<file path="src/rtl/stopwatch_pkg.sv">
// Shared constants for the stopwatch front-panel controller: FSM state codes,
// digit-select codes and per-digit wrap limits.
package stopwatch_pkg;

    localparam logic [1:0] ST_STOP  = 2'd0;
    localparam logic [1:0] ST_RUN   = 2'd1;
    localparam logic [1:0] ST_PAUSE = 2'd2;
    localparam logic [1:0] ST_ADJ   = 2'd3;

    localparam logic [2:0] SEL_NONE  = 3'd0;
    localparam logic [2:0] SEL_MIN_L = 3'd1;
    localparam logic [2:0] SEL_MIN_R = 3'd2;
    localparam logic [2:0] SEL_SEC_L = 3'd3;
    localparam logic [2:0] SEL_SEC_R = 3'd4;

    localparam logic [4:0] LIM_TENS = 5'd5;
    localparam logic [4:0] LIM_ONES = 5'd9;

    // Highest legal value of the selected digit; tens digits stop at 5.
    function automatic logic [4:0] digit_limit(input logic [2:0] sel);
        case (sel)
            SEL_MIN_L, SEL_SEC_L: digit_limit = LIM_TENS;
            SEL_MIN_R, SEL_SEC_R: digit_limit = LIM_ONES;
            default:              digit_limit = 5'd0;
        endcase
    endfunction

    function automatic logic [2:0] next_sel(input logic [2:0] sel);
        case (sel)
            SEL_MIN_L: next_sel = SEL_MIN_R;
            SEL_MIN_R: next_sel = SEL_SEC_L;
            SEL_SEC_L: next_sel = SEL_SEC_R;
            SEL_SEC_R: next_sel = SEL_MIN_L;
            default:   next_sel = SEL_MIN_L;
        endcase
    endfunction

endpackage

</file>
<file path="src/rtl/stopwatch_ctrl_debounce.sv">
// btn_debounce: 2-flop synchronizer, stability-count debouncer and a one-cycle
// registered rising-edge pulse of the debounced level.
module btn_debounce #(
    parameter int DB_CYCLES = 16
) (
    input  logic clk,
    input  logic rst,
    input  logic raw,
    output logic level,
    output logic press
);

    localparam int CW = (DB_CYCLES > 2) ? $clog2(DB_CYCLES) : 1;
    localparam logic [CW-1:0] CNT_LAST = CW'(DB_CYCLES - 1);

    logic          sync1_q, sync2_q;
    logic          level_q, level_d;
    logic          level_dly_q;
    logic          press_q;
    logic [CW-1:0] cnt_q, cnt_d;

    // Count consecutive disagreeing cycles; flip on the DB_CYCLES-th one.
    always_comb begin
        cnt_d   = '0;
        level_d = level_q;
        if (sync2_q == level_q) begin
            cnt_d   = '0;
            level_d = level_q;
        end else if (cnt_q == CNT_LAST) begin
            cnt_d   = '0;
            level_d = ~level_q;
        end else begin
            cnt_d   = cnt_q + CW'(1);
            level_d = level_q;
        end
    end

    // Synchronizer, debounce state and edge pulse registers.
    always_ff @(posedge clk) begin
        if (rst) begin
            sync1_q     <= 1'b0;
            sync2_q     <= 1'b0;
            cnt_q       <= '0;
            level_q     <= 1'b0;
            level_dly_q <= 1'b0;
            press_q     <= 1'b0;
        end else begin
            sync1_q     <= raw;
            sync2_q     <= sync1_q;
            cnt_q       <= cnt_d;
            level_q     <= level_d;
            level_dly_q <= level_q;
            press_q     <= level_q & ~level_dly_q;
        end
    end

    assign level = level_q;
    assign press = press_q;

endmodule

</file>
<file path="src/rtl/stopwatch_ctrl.sv">
// Stopwatch front-panel controller: STOP/RUN/PAUSE/ADJ FSM driving the counter.
// Optional STOPWATCH_BLINK_EN adds blink_mask for the digit being adjusted.
module stopwatch_ctrl
    import stopwatch_pkg::*;
#(
    parameter int DB_CYCLES = 16,
    parameter int BLINK_DIV = 8
) (
    input  logic       clk,
    input  logic       rst,
    input  logic       btn_pause,
    input  logic       btn_reset,
    input  logic       btn_sel,
    input  logic       btn_inc,
    input  logic       sw_adj,
    output logic       cnt_rst,
    output logic       paused,
    output logic [2:0] adj_sel,
    output logic [4:0] adj_val,
`ifdef STOPWATCH_BLINK_EN
    output logic [3:0] blink_mask,
`endif
    output logic [1:0] state
);

    logic pause_p, reset_p, sel_p, inc_p, adj_lvl;
    logic pause_lvl_unused, reset_lvl_unused, sel_lvl_unused, inc_lvl_unused;
    logic adj_press_unused;

    btn_debounce #(.DB_CYCLES(DB_CYCLES)) u_db_pause (
        .clk(clk), .rst(rst), .raw(btn_pause), .level(pause_lvl_unused), .press(pause_p));
    btn_debounce #(.DB_CYCLES(DB_CYCLES)) u_db_reset (
        .clk(clk), .rst(rst), .raw(btn_reset), .level(reset_lvl_unused), .press(reset_p));
    btn_debounce #(.DB_CYCLES(DB_CYCLES)) u_db_sel (
        .clk(clk), .rst(rst), .raw(btn_sel), .level(sel_lvl_unused), .press(sel_p));
    btn_debounce #(.DB_CYCLES(DB_CYCLES)) u_db_inc (
        .clk(clk), .rst(rst), .raw(btn_inc), .level(inc_lvl_unused), .press(inc_p));
    btn_debounce #(.DB_CYCLES(DB_CYCLES)) u_db_adj (
        .clk(clk), .rst(rst), .raw(sw_adj), .level(adj_lvl), .press(adj_press_unused));

    logic [1:0] state_q, state_d;
    logic       cnt_rst_q, cnt_rst_d;
    logic       paused_q, paused_d;
    logic [2:0] adj_sel_q, adj_sel_d;
    logic [4:0] adj_val_q, adj_val_d;

    // Next-state logic; outside ADJ a clear beats the switch, which beats pause.
    always_comb begin
        state_d   = state_q;
        cnt_rst_d = 1'b0;
        adj_sel_d = adj_sel_q;
        adj_val_d = adj_val_q;
        case (state_q)
            ST_STOP, ST_PAUSE: begin
                if (reset_p) begin
                    state_d   = ST_STOP;
                    cnt_rst_d = 1'b1;
                end else if (adj_lvl) begin
                    state_d   = ST_ADJ;
                    adj_sel_d = SEL_MIN_L;
                    adj_val_d = 5'd0;
                end else if (pause_p) begin
                    state_d = ST_RUN;
                end else begin
                    state_d = state_q;
                end
            end
            ST_RUN: begin
                if (reset_p) begin
                    state_d   = ST_STOP;
                    cnt_rst_d = 1'b1;
                end else if (pause_p) begin
                    state_d = ST_PAUSE;
                end else begin
                    state_d = ST_RUN;
                end
            end
            ST_ADJ: begin
                if (!adj_lvl) begin
                    state_d   = ST_PAUSE;
                    adj_sel_d = SEL_NONE;
                    adj_val_d = 5'd0;
                end else if (sel_p) begin
                    adj_sel_d = next_sel(adj_sel_q);
                    adj_val_d = 5'd0;
                end else if (inc_p) begin
                    if (adj_val_q >= digit_limit(adj_sel_q)) begin
                        adj_val_d = 5'd0;
                    end else begin
                        adj_val_d = adj_val_q + 5'd1;
                    end
                end else begin
                    adj_val_d = adj_val_q;
                end
            end
            default: begin
                state_d   = ST_STOP;
                adj_sel_d = SEL_NONE;
                adj_val_d = 5'd0;
            end
        endcase
        paused_d = (state_d != ST_RUN);
    end

    // Registered FSM state and counter-facing outputs.
    always_ff @(posedge clk) begin
        if (rst) begin
            state_q   <= ST_STOP;
            cnt_rst_q <= 1'b1;
            paused_q  <= 1'b1;
            adj_sel_q <= SEL_NONE;
            adj_val_q <= 5'd0;
        end else begin
            state_q   <= state_d;
            cnt_rst_q <= cnt_rst_d;
            paused_q  <= paused_d;
            adj_sel_q <= adj_sel_d;
            adj_val_q <= adj_val_d;
        end
    end

    assign state   = state_q;
    assign cnt_rst = cnt_rst_q;
    assign paused  = paused_q;
    assign adj_sel = adj_sel_q;
    assign adj_val = adj_val_q;

`ifdef STOPWATCH_BLINK_EN
    localparam int BW = $clog2(BLINK_DIV + 1);
    localparam logic [BW-1:0] BLINK_LAST = BW'(BLINK_DIV - 1);

    logic [BW-1:0] blink_cnt_q, blink_cnt_d;
    logic          blink_on_q, blink_on_d;
    logic [3:0]    blink_mask_q, blink_mask_d;

    // Blink phase restarts lit on ADJ entry and on every digit change.
    always_comb begin
        blink_cnt_d  = '0;
        blink_on_d   = 1'b1;
        blink_mask_d = 4'b1111;
        if (state_d == ST_ADJ) begin
            if ((state_q != ST_ADJ) || (adj_sel_d != adj_sel_q)) begin
                blink_cnt_d = '0;
                blink_on_d  = 1'b1;
            end else if (blink_cnt_q == BLINK_LAST) begin
                blink_cnt_d = '0;
                blink_on_d  = ~blink_on_q;
            end else begin
                blink_cnt_d = blink_cnt_q + BW'(1);
                blink_on_d  = blink_on_q;
            end
            case (adj_sel_d)
                SEL_MIN_L: blink_mask_d = {blink_on_d, 3'b111};
                SEL_MIN_R: blink_mask_d = {1'b1, blink_on_d, 2'b11};
                SEL_SEC_L: blink_mask_d = {2'b11, blink_on_d, 1'b1};
                SEL_SEC_R: blink_mask_d = {3'b111, blink_on_d};
                default:   blink_mask_d = 4'b1111;
            endcase
        end else begin
            blink_cnt_d  = '0;
            blink_on_d   = 1'b1;
            blink_mask_d = 4'b1111;
        end
    end

    // Blink counter and registered mask.
    always_ff @(posedge clk) begin
        if (rst) begin
            blink_cnt_q  <= '0;
            blink_on_q   <= 1'b1;
            blink_mask_q <= 4'b1111;
        end else begin
            blink_cnt_q  <= blink_cnt_d;
            blink_on_q   <= blink_on_d;
            blink_mask_q <= blink_mask_d;
        end
    end

    assign blink_mask = blink_mask_q;
`else
    localparam int BLINK_DIV_unused = BLINK_DIV;
`endif

endmodule

</file>
<file path="config.mk">
export PLATFORM = sky130hd
export DESIGN_NAME = stopwatch_ctrl
export DESIGN_NICKNAME = d
export VERILOG_FILES = /design/src/rtl/stopwatch_pkg.sv /design/src/rtl/stopwatch_ctrl_debounce.sv /design/src/rtl/stopwatch_ctrl.sv
export SDC_FILE = /design/constraint.sdc
export NUM_CORES = 1
export LEC_CHECK = 0
export BUFFER_PORTS_ARGS = -buffer_cell sky130_fd_sc_hd__buf_2
export CAP_MARGIN = 20
export CORE_ASPECT_RATIO = 1.4
export CORE_MARGIN = 2
export CORE_UTILIZATION = 57
export DETAILED_ROUTE_END_ITERATION = 6
export HOLD_SLACK_MARGIN = 0.12
export PLACE_DENSITY = 0.77
export RECOVER_POWER = 100
export SYNTH_ARGS = -nofsm -noshare
export SYNTH_HDL_FRONTEND = slang
export SYNTH_SLANG_ARGS = --single-unit
</file>
<file path="constraint.sdc">
create_clock -name clk -period 2.5 [get_ports clk]
set_input_delay 0.125 -clock clk [delete_from_list [all_inputs] [get_ports clk]]
set_output_delay 0.125 -clock clk [all_outputs]
set_load 0.03 [all_outputs]
</file>
==> results.cfg, run 1 <==
[outcome]
run_status = finished with violations
violations = capacitance limit

[critical_path]
critPathKind = flop to flop
slowest_delay_ns = 0.46
crit_family = simple AND/OR/NAND/NOR gates
slowest_stage = or4b_1
crit_path_cell_trace = nand2b_1 > nand2_1 > ha_1 > or4b_1 > o211ai_1 > a21oi_1 > a211oi_1
critPathLaunchType = flop
critPathBufInv = 0
worstPathArrival_ns = 2.20
crit_required_ns = 2.71
cp_max_fo = 5
end_kind = flop

[clock_tree]
htree_levels = 2
clock_sinks = 55
cts_made_buffers = 5
cts_buffer_depth = 2
insertion_delay_ns = 0.30
post_cts_resized = 0
clockRootBuffer = clkbuf_8
postCtsSetupBuffers = 0
cts_tree = built
path_clk_slew_ns = 0.09

[cells_and_area]
num-nets-final = 254
num-fill-cells = 304
layout-drive-gt1-share_pct = 5.86
n_antenna_cell = 0
areaGrowthSynthToFinish_pct = 12.7

[power_and_ir_drop]
leakage_nw = 0.911
p_int_w = 0.00130
pwr-share-seq_pct = 56.0
switchingPower_w = 0.000287
combPwrFrac_pct = 2.3
power.density_mw_per_mm2 = 665
irDropWorstVdd_v = 0.000535
power.share.switching_pct = 18.1
clkPwrFrac_pct = 41.8

[floorplanning]
coreArea_mm2 = 0.00361
die_y_um = 76.2
floorplan.initialDensity_pct = 58.8
die_area_mm2 = 0.00423
io_pins = 19
num_rows = 26
die_x_um = 55.6

[global_route]
track_usage_pct = 16.6
grt_pass1_vias = 1406
grt_antenna_before_repair = 0
grt_max_degree = 38
overflow = 0
grt_first_pass_wirelength_um = 5700

[routing]
post_drt_wl_per_cell_um = 11.1
drt_wl_total_um = 3120
num_vias = 1481
ant_nets = 0
via_per_inst = 5.27
first_pass_iters = 4
drc = 0
drt_iter0_markers = 70

[place]
portBuffers = 18
dpl.hpwl_um = 2180
place_congestion = 0.796

[sta]
finalSetupTns_ns = 0
finalHoldViolations = 0
clock.fmax_mhz = 503
finalCriticalPeriod_ns = 1.99
worst_clock_skew_ns = 0.00894
worst_pin_slew_ns = 1.49
holdWs_ns = 0.375
finalSetupViolations = 0
slew_headroom_pct = 0.788
min_period_over_period_pct = 79.6
maxSlewViolCount = 0
rsz0062_at_grt = false

[synth]
ys_warn_count = 0
syn_avg_cell_area_um2 = 9.92
synth_area_mm2 = 0.00212
ys_seq_elements = 55
synthCells = 214
synth_cell_types = 33
synth_nets = 230
yosysSeqAreaShare_pct = 51.9

[job]
maxCapViolCount = 1

[worst_hold_path]
hold_class = flop to flop
-- power by group through the flow --
stage                     logic (W)  registers, W  clock network, W
after floorplan           0.0000210      0.000912                 0
after global placement    0.0000298      0.000911                 0
after detailed placement  0.0000305      0.000912                 0
after CTS                 0.0000365      0.000891          0.000684
after global routing      0.0000408      0.000893          0.000718
final                     0.0000358      0.000891          0.000664
-- what timing repair did --
action / 4_1_cts / 5_1_grt
endpoints found under the setup margin: 0 / 0
hold buffers: 5 / 0
endpoints found under the hold margin: 5 / 0
-- registers in the layout, indices dropped and copies added (netlist names), 2 cells and up --
name,count
adj_val,5
u_db_adj.cnt_q,4
u_db_inc.cnt_q,4
u_db_pause.cnt_q,4
u_db_reset.cnt_q,4
u_db_sel.cnt_q,4
adj_sel,3
state,2
-- placed cells by master, fill, tap and decap left out, drive strengths merged, types with 2 or more instances in the layout --
cell type     n
a211oi        3
a21oi         6
a2bb2oi       2
and3          5
buf           5
bufinv        2
clkbuf       19
dfxtp        55
dlygate4sd3   5
ha            9
inv           8
mux2i         7
nand2         3
nand2b        2
nand3         9
nor2         33
nor2b        20
nor3          3
nor3b         3
o21ai         6
or3           8
xnor2        12
xor2          6
-- final timing paths --
check        cells past startpoint  slack [ns]                             from                        end
min reg2reg                      1        0.37  u_db_inc.level_dly_q$_SDFF_PP0_  u_db_inc.press$_SDFF_PP0_
max reg2reg                      7        0.51          adj_sel[2]$_SDFFE_PP0P_    adj_val[3]$_SDFFE_PP0P_
min                              1        0.37  u_db_inc.level_dly_q$_SDFF_PP0_  u_db_inc.press$_SDFF_PP0_
max                              7        0.51          adj_sel[2]$_SDFFE_PP0P_    adj_val[3]$_SDFFE_PP0P_
-- final cells by class --
cell class | instances | area (um2) | share of cell area [%]
multi-input cells | 145 | 951 | 39.8
repair buffers | 23 | 124 | 5.18
clock buffers | 6 | 72.6 | 3.04
inverters | 8 | 30.0 | 1.26
well taps | 42 | 52.6 | 2.20
clock inverters | 2 | 60.1 | 2.51
flip-flops and latches | 55 | 1100 | 46.0
-- synthesized netlist by cell type (all sizes together) --
| cell type | count | area (um2) |
|---|---|---|
| and3 | 5 | 31.3 |
| a21o | 1 | 8.76 |
| o32ai | 1 | 8.76 |
| o211ai | 1 | 7.51 |
| inv | 8 | 30.0 |
| a211oi | 3 | 22.5 |
| buf | 4 | 25.0 |
| or3 | 8 | 50.1 |
| nand4 | 1 | 6.26 |
| nor4 | 1 | 6.26 |
| nor3b | 3 | 22.5 |
| nand2b | 2 | 12.5 |
| nand4bb | 1 | 11.3 |
| xnor2 | 12 | 105 |
| ha | 9 | 113 |
| nor2b | 20 | 125 |
| nor2 | 33 | 124 |
| mux2i | 7 | 70.1 |
| nand2 | 3 | 18.8 |
| a21oi | 6 | 30.0 |
| nand3 | 9 | 45.0 |
| o2bb2ai | 1 | 8.76 |
| xor2 | 6 | 52.6 |
| clkbuf | 2 | 7.51 |
| or4b | 1 | 10.0 |
| dfxtp | 55 | 1100 |
| a2bb2oi | 2 | 23.8 |
| o21ai | 6 | 30.0 |
| nor3 | 3 | 15.0 |
-- logic make-up (layout without fill, tap and decap cells) --
| family | Yosys count | after routing | share of synthesized area [%] |
|---|---|---|---|
| muxes | 7 | 7 | 3.30 |
| AOI/OAI and AO/OA | 21 | 21 | 6.60 |
| buffers and inverters | 14 | 39 | 2.95 |
| adders and majority gates | 9 | 9 | 5.31 |
| and+or+nand+nor | 90 | 90 | 22.5 |
| xor gates and xnor gates | 18 | 18 | 7.43 |
| DFF | 55 | 55 | 51.9 |
-- metal layers --
layer / global-route usage [%] / vias up / wire, um
met5: 0 / - / 0
met4: 10.0 / 0 / 65
met3: 4.41 / 8 / 138
met2: 28.2 / 31 / 1530
met1: 18.2 / 677 / 1390
li1: - / 765 / -
-- through the flow --
stage	utilization [%]	setup slack, ns	total power [W]	std cells	area [um2]
after floorplan	-	0.512	0.000933	214	2120
after global placement	61.8	0.640	0.000941	268	2230
after detailed placement	61.8	0.580	0.000942	268	2230
after CTS	66.9	0.555	0.00161	281	2410
after global routing	66.2	0.291	0.00165	281	2390
final	66.2	0.510	0.00159	281	2390
Power figures use the tool's default switching activity.
==> run 2, diff against run 1 <==
Clock period 2.5 ns to 1.9 ns, I/O delays scaled along.
==> run 2 against run 1 <==
Compared with the run above:
- the run ends with setup timing left
- fmax up 1.0%
- register-to-register slack worse by 0.58 ns
- design area up 1.8%
- clock skew up 0.0024 ns
- first-iteration DRC count down 44%
- non-clock buffer count up 5
- wire length up 4.3%
- sequential power up 31%
- combinational power up 32%
- sequential share of layout area down 0.65 points
- core utilization up 1.2 points
- global-route usage up 0.39 points
- critical path type unchanged
- largest power group unchanged
==> results.cfg, run 2 (synthesis results as in run 1) <==
[critical_path]
crit_path_cell_trace = xor2_1 > nand2b_1 > nand2_1 > ha_1 > or4b_4 > o211ai_1 > a21oi_2 > a211oi_1
critPathKind = flop to flop
worstPathArrival_ns = 2.19
end_kind = flop
crit_family = simple AND/OR/NAND/NOR gates
slowest_stage = or4b_4
crit_required_ns = 2.12
r2r_slack_ns = -0.07
critPathBufInv = 0
slowest_delay_ns = 0.48
cp_max_fo = 4
critPathLaunchType = flop

[sta]
fin_ws_ns = -0.0689
maxSlewViolCount = 0
worst_clock_skew_ns = 0.0113
min_period_over_period_pct = 104
finalHoldViolations = 0
finalSetupTns_ns = -0.130
finalCriticalPeriod_ns = 1.97
worst_pin_slew_ns = 0.634
clock.fmax_mhz = 508
slew_headroom_pct = 57.7
holdWs_ns = 0.297
rsz0062_at_grt = true
finalSetupViolations = 3

[floorplanning]
die_x_um = 55.6
coreArea_mm2 = 0.00361
die_area_mm2 = 0.00423
io_pins = 19
num_rows = 26
floorplan.initialDensity_pct = 58.8
die_y_um = 76.2

[power_and_ir_drop]
clkPwrFrac_pct = 38.9
leakage_nw = 0.937
total_power_w = 0.00200
pwr-share-seq_pct = 58.7
irDropWorstVdd_v = 0.000865
switchingPower_w = 0.000381
combPwrFrac_pct = 2.4
power.density_mw_per_mm2 = 820
power.share.switching_pct = 19.1
p_int_w = 0.00162

[routing]
wl_met1_um = 1420
ant_nets = 0
drc = 0
wl_met2_um = 1650
first_pass_iters = 4
wl_met3_um = 123
dr.max_layer_used = met4
num_vias = 1481
post_drt_wl_per_cell_um = 11.4
drt_iter0_markers = 39
via_per_inst = 5.18
drt_wl_total_um = 3260

[clock_tree]
path_clk_slew_ns = 0.10
clock_sinks = 55
cts_tree = built
clockRootBuffer = clkbuf_8
insertion_delay_ns = 0.30
htree_levels = 2
cts_made_buffers = 5
cts_buffer_depth = 2

[place]
dpl-instance-area_mm2 = 0.00225
place_congestion = 0.777
dp.cells = 270
portBuffers = 18
dpl.hpwl_um = 2250

[cells_and_area]
stdcell_area_mm2 = 0.00243
layout.cells.non_filler = 286
num-fill-cells = 298
layout-drive-gt1-share_pct = 11.5
n_antenna_cell = 0
num-nets-final = 259
layout_common_cells = dfxtp_1 (52), nor2_1 (33), nor2b_1 (20), xnor2_1 (12), clkbuf_1 (12)
areaGrowthSynthToFinish_pct = 14.7
largest_reg_flops = 5
layout_commonest_cell = dfxtp_1

[global_route]
grt_first_pass_wirelength_um = 5790
grt_antenna_before_repair = 0
overflow = 0
track_usage_pct = 17.0
grt_pass1_vias = 1433
grt_max_degree = 38

[outcome]
run_status = finished with violations
violations = setup timing

[job]
maxCapViolCount = 0

[worst_hold_path]
hold_class = input pin to flop
[run 2: cell type report]
cell class / instances / area (um2) / area share, %
clock buffers: 6 / 82.6 / 3.39
clock inverters: 2 / 35.0 / 1.44
inverters: 8 / 30.0 / 1.23
multi-input cells: 145 / 968 / 39.8
flip-flops and latches: 55 / 1100 / 45.4
well taps: 42 / 52.6 / 2.16
repair buffers: 28 / 160 / 6.58
[run 2: timing repair]
item	CTS	global route
hold endpoints to repair	5	0
gates resized for setup	1	3
setup buffers	2	1
cloned	0	0
hold buffers	5	0
endpoints found under the setup margin	4	5
pin swaps	0	6
[run 2: final timing paths]
| path | endpoint | startpoint | cells past startpoint |
|---|---|---|---|
| worst max-delay path | adj_val[4]$_SDFFE_PP0P_ | adj_sel[2]$_SDFFE_PP0P_ | 8 |
| worst min-delay path | state[1]$_SDFF_PP0_ | rst | 2 |
| worst max register to register | adj_val[4]$_SDFFE_PP0P_ | adj_sel[2]$_SDFFE_PP0P_ | 8 |
| worst min register to register | u_db_inc.press$_SDFF_PP0_ | u_db_inc.level_dly_q$_SDFF_PP0_ | 1 |
[run 2: power by group through the flow]
stage | sequential [W] | combinational (W) | clock, W
6_report | 0.00117 | 0.0000474 | 0.000777
2_1_floorplan | 0.00120 | 0.0000276 | 0
3_5_place_dp | 0.00120 | 0.0000402 | 0
4_1_cts | 0.00117 | 0.0000477 | 0.000798
5_1_grt | 0.00117 | 0.0000532 | 0.000847
3_3_place_gp | 0.00120 | 0.0000393 | 0
[run 2: routing by layer]
| layer | vias to the layer above | global-route usage, % |
|---|---|---|
| met4 | 0 | 8.78 |
| met1 | 680 | 17.2 |
| met3 | 5 | 4.75 |
| met2 | 24 | 31.0 |
| li1 | 772 | - |
| met5 | - | 0 |
[run 2: worst register-to-register path, cell delays in order (launching register included)]
cell      delay (ns)
dfxtp_2         0.34
xor2_1          0.15
nand2b_1        0.09
nand2_1         0.06
ha_1            0.27
or4b_4          0.48
o211ai_1        0.17
a21oi_2         0.14
a211oi_1        0.18
[run 2: stage by stage]
stage	setup slack [ns]	util, %
floorplan	0.0396	-
global placement	0.0544	62.3
detailed placement	-0.0407	62.3
CTS	-0.00915	67.5
global route	-0.158	67.4
finish	-0.0689	67.4
==> run 3, diff against run 2 <==
Settings changed: CORE_MARGIN 2 to 1, SETUP_SLACK_MARGIN set to 0.3.
==> run 3 against run 2 <==
Compared with the run above:
- the run still ends with setup timing left
- wire length is 6.2% lower
- sequential share of layout area is 0.59 points higher
- hold slack worse by 0.022 ns
- setup slack better by 0.056 ns
- design area is 0.72% lower
- final cell count is 1.4% lower
==> results.cfg, run 3 (synthesis results as in run 1) <==
[routing]
via_per_inst = 5.22
post_drt_wl_per_cell_um = 10.8
first_pass_iters = 4
ant_nets = 0
num_vias = 1471
drc = 0
drt_iter0_markers = 19
drt_wl_total_um = 3060

[critical_path]
r2r-end = adj_val[4]$_SDFFE_PP0P_
r2r_start = adj_sel[2]$_SDFFE_PP0P_
crit_required_ns = 2.13
r2r_slack_ns = -0.01
critPathKind = flop to flop
worstPathArrival_ns = 2.14
r2r_cells = 8
end_kind = flop
critPathLaunchType = flop
cp_max_fo = 4

[power_and_ir_drop]
power.share.switching_pct = 20.5
combPwrFrac_pct = 2.4
pwr-share-seq_pct = 58.6
clkPwrFrac_pct = 39.0
power.density_mw_per_mm2 = 826
irDropWorstVdd_v = 0.000683
leakage_nw = 0.928
switchingPower_w = 0.000409
p_int_w = 0.00159

[sta]
finalCriticalPeriod_ns = 1.91
fin_ws_ns = -0.0128
min_period_over_period_pct = 101
clock.fmax_mhz = 523
worst_clock_skew_ns = 0.00690
maxSlewViolCount = 0
rsz0062_at_grt = true
slew_headroom_pct = 58.8
finalSetupViolations = 1
finalHoldViolations = 0
worst_pin_slew_ns = 0.618

[global_route]
grt_antenna_before_repair = 0
grt_first_pass_wirelength_um = 5090
track_usage_pct = 17.7
grt_max_degree = 38
overflow = 0
grt_pass1_vias = 1267

[place]
place_congestion = 0.710
portBuffers = 18
dpl.hpwl_um = 2130
place_ws_ns = -0.00332

[worst_hold_path]
hold_start = rst
hold_depth = 2
holdPathEnd = adj_sel[2]$_SDFFE_PP0P_
hold_class = input pin to flop

[clock_tree]
cts_made_buffers = 5
clockRootBuffer = clkbuf_8
clock_sinks = 55
htree_levels = 2
path_clk_slew_ns = 0.10
cts_tree = built
insertion_delay_ns = 0.31
cts_buffer_depth = 2

[floorplanning]
die_y_um = 74.2
num_rows = 25
coreArea_mm2 = 0.00347
io_pins = 19
floorplan.initialDensity_pct = 61.1
die_area_mm2 = 0.00397
die_x_um = 53.6

[outcome]
run_status = finished with violations
violations = setup timing

[cells_and_area]
layout_commonest_cell = dfxtp_1
layout_common_cells = dfxtp_1 (51), nor2_1 (33), nor2b_1 (20), xnor2_1 (12), clkbuf_1 (11)
num-nets-final = 257
largest_reg_flops = 5
layout-drive-gt1-share_pct = 10.7
n_antenna_cell = 0
utilization_pct = 69.6
areaGrowthSynthToFinish_pct = 13.9
num-fill-cells = 291

[job]
maxCapViolCount = 0
[run 3: cell types whose count changed in the layout (fill, tap and decap cells not counted), sizes merged]
cell    change
clkbuf      -2
buf         -1
inv         +1
[run 3: per-stage QoR]
stage	cell area (um2)	TNS [ns]	total power, W	hold slack, ns	instances
after floorplan	2140	0	0.00123	0.223	214
after global placement	2250	0	0.00124	0.303	267
after detailed placement	2250	-0.00380	0.00124	0.312	267
after CTS	2430	0	0.00202	0.282	282
after global routing	2420	-0.465	0.00208	0.298	282
final	2420	-0.0128	0.00200	0.275	282
[run 3: what timing repair did]
action	in CTS	in global routing
endpoints found under the setup margin	5	5
gates resized for setup	0	1
hold endpoints to repair	5	0
pin swaps	2	2
hold buffers	5	0
buffers inserted	2	0
gates cloned	0	0
[run 3: how the worst max path moves through the flow]
| stage | to | cells past startpoint | slack (ns) | start |
|---|---|---|---|---|
| 2_1_floorplan | adj_val[3]$_SDFFE_PP0P_ | 8 | 0.06 | adj_sel[2]$_SDFFE_PP0P_ |
| 3_3_place_gp | adj_val[4]$_SDFFE_PP0P_ | 8 | 0.05 | adj_sel[2]$_SDFFE_PP0P_ |
| 3_5_place_dp | adj_val[3]$_SDFFE_PP0P_ | 8 | -0.003 | adj_sel[2]$_SDFFE_PP0P_ |
| 4_1_cts | adj_val[3]$_SDFFE_PP0P_ | 8 | 0.007 | adj_sel[2]$_SDFFE_PP0P_ |
| 5_1_grt | adj_val[4]$_SDFFE_PP0P_ | 8 | -0.12 | adj_sel[2]$_SDFFE_PP0P_ |
| 6_report | adj_val[4]$_SDFFE_PP0P_ | 8 | -0.01 | adj_sel[2]$_SDFFE_PP0P_ |
[run 3: layout make-up]
cell class                 count  area, um2  area share, %
multi-input combinational    145        960           39.7
inverter                       8       30.0           1.24
clock inverter                 3       47.5           1.97
tap                           40       50.0           2.07
sequential                    55       1110           46.0
timing repair buffer          26        149           6.16
clock buffer                   5       68.8           2.85
[run 3: power groups by stage]
| stage | Sequential [W] | Clock (W) | Combinational, W |
|---|---|---|---|
| 6_report | 0.00117 | 0.000778 | 0.0000473 |
| 4_1_cts | 0.00117 | 0.000800 | 0.0000483 |
| 3_5_place_dp | 0.00120 | 0 | 0.0000404 |
| 3_3_place_gp | 0.00120 | 0 | 0.0000395 |
| 2_1_floorplan | 0.00120 | 0 | 0.0000276 |
| 5_1_grt | 0.00117 | 0.000851 | 0.0000527 |
[run 3: per-layer routing]
metal / GRT usage [%] / wire, um / up-vias
li1: - / - / 771
met1: 17.1 / 1370 / 672
met2: 32.6 / 1540 / 24
met3: 7.36 / 114 / 4
met4: 6.14 / 35 / 0
met5: 0 / 0 / -
[run 3: worst max-delay path: stages (launching register included)]
cell	delay [ns]
dfxtp_4	0.36
xor2_1	0.15
nand2b_1	0.09
nand2_1	0.06
ha_1	0.26
or4b_1	0.46
o211ai_1	0.15
a21oi_2	0.13
a211oi_1	0.17
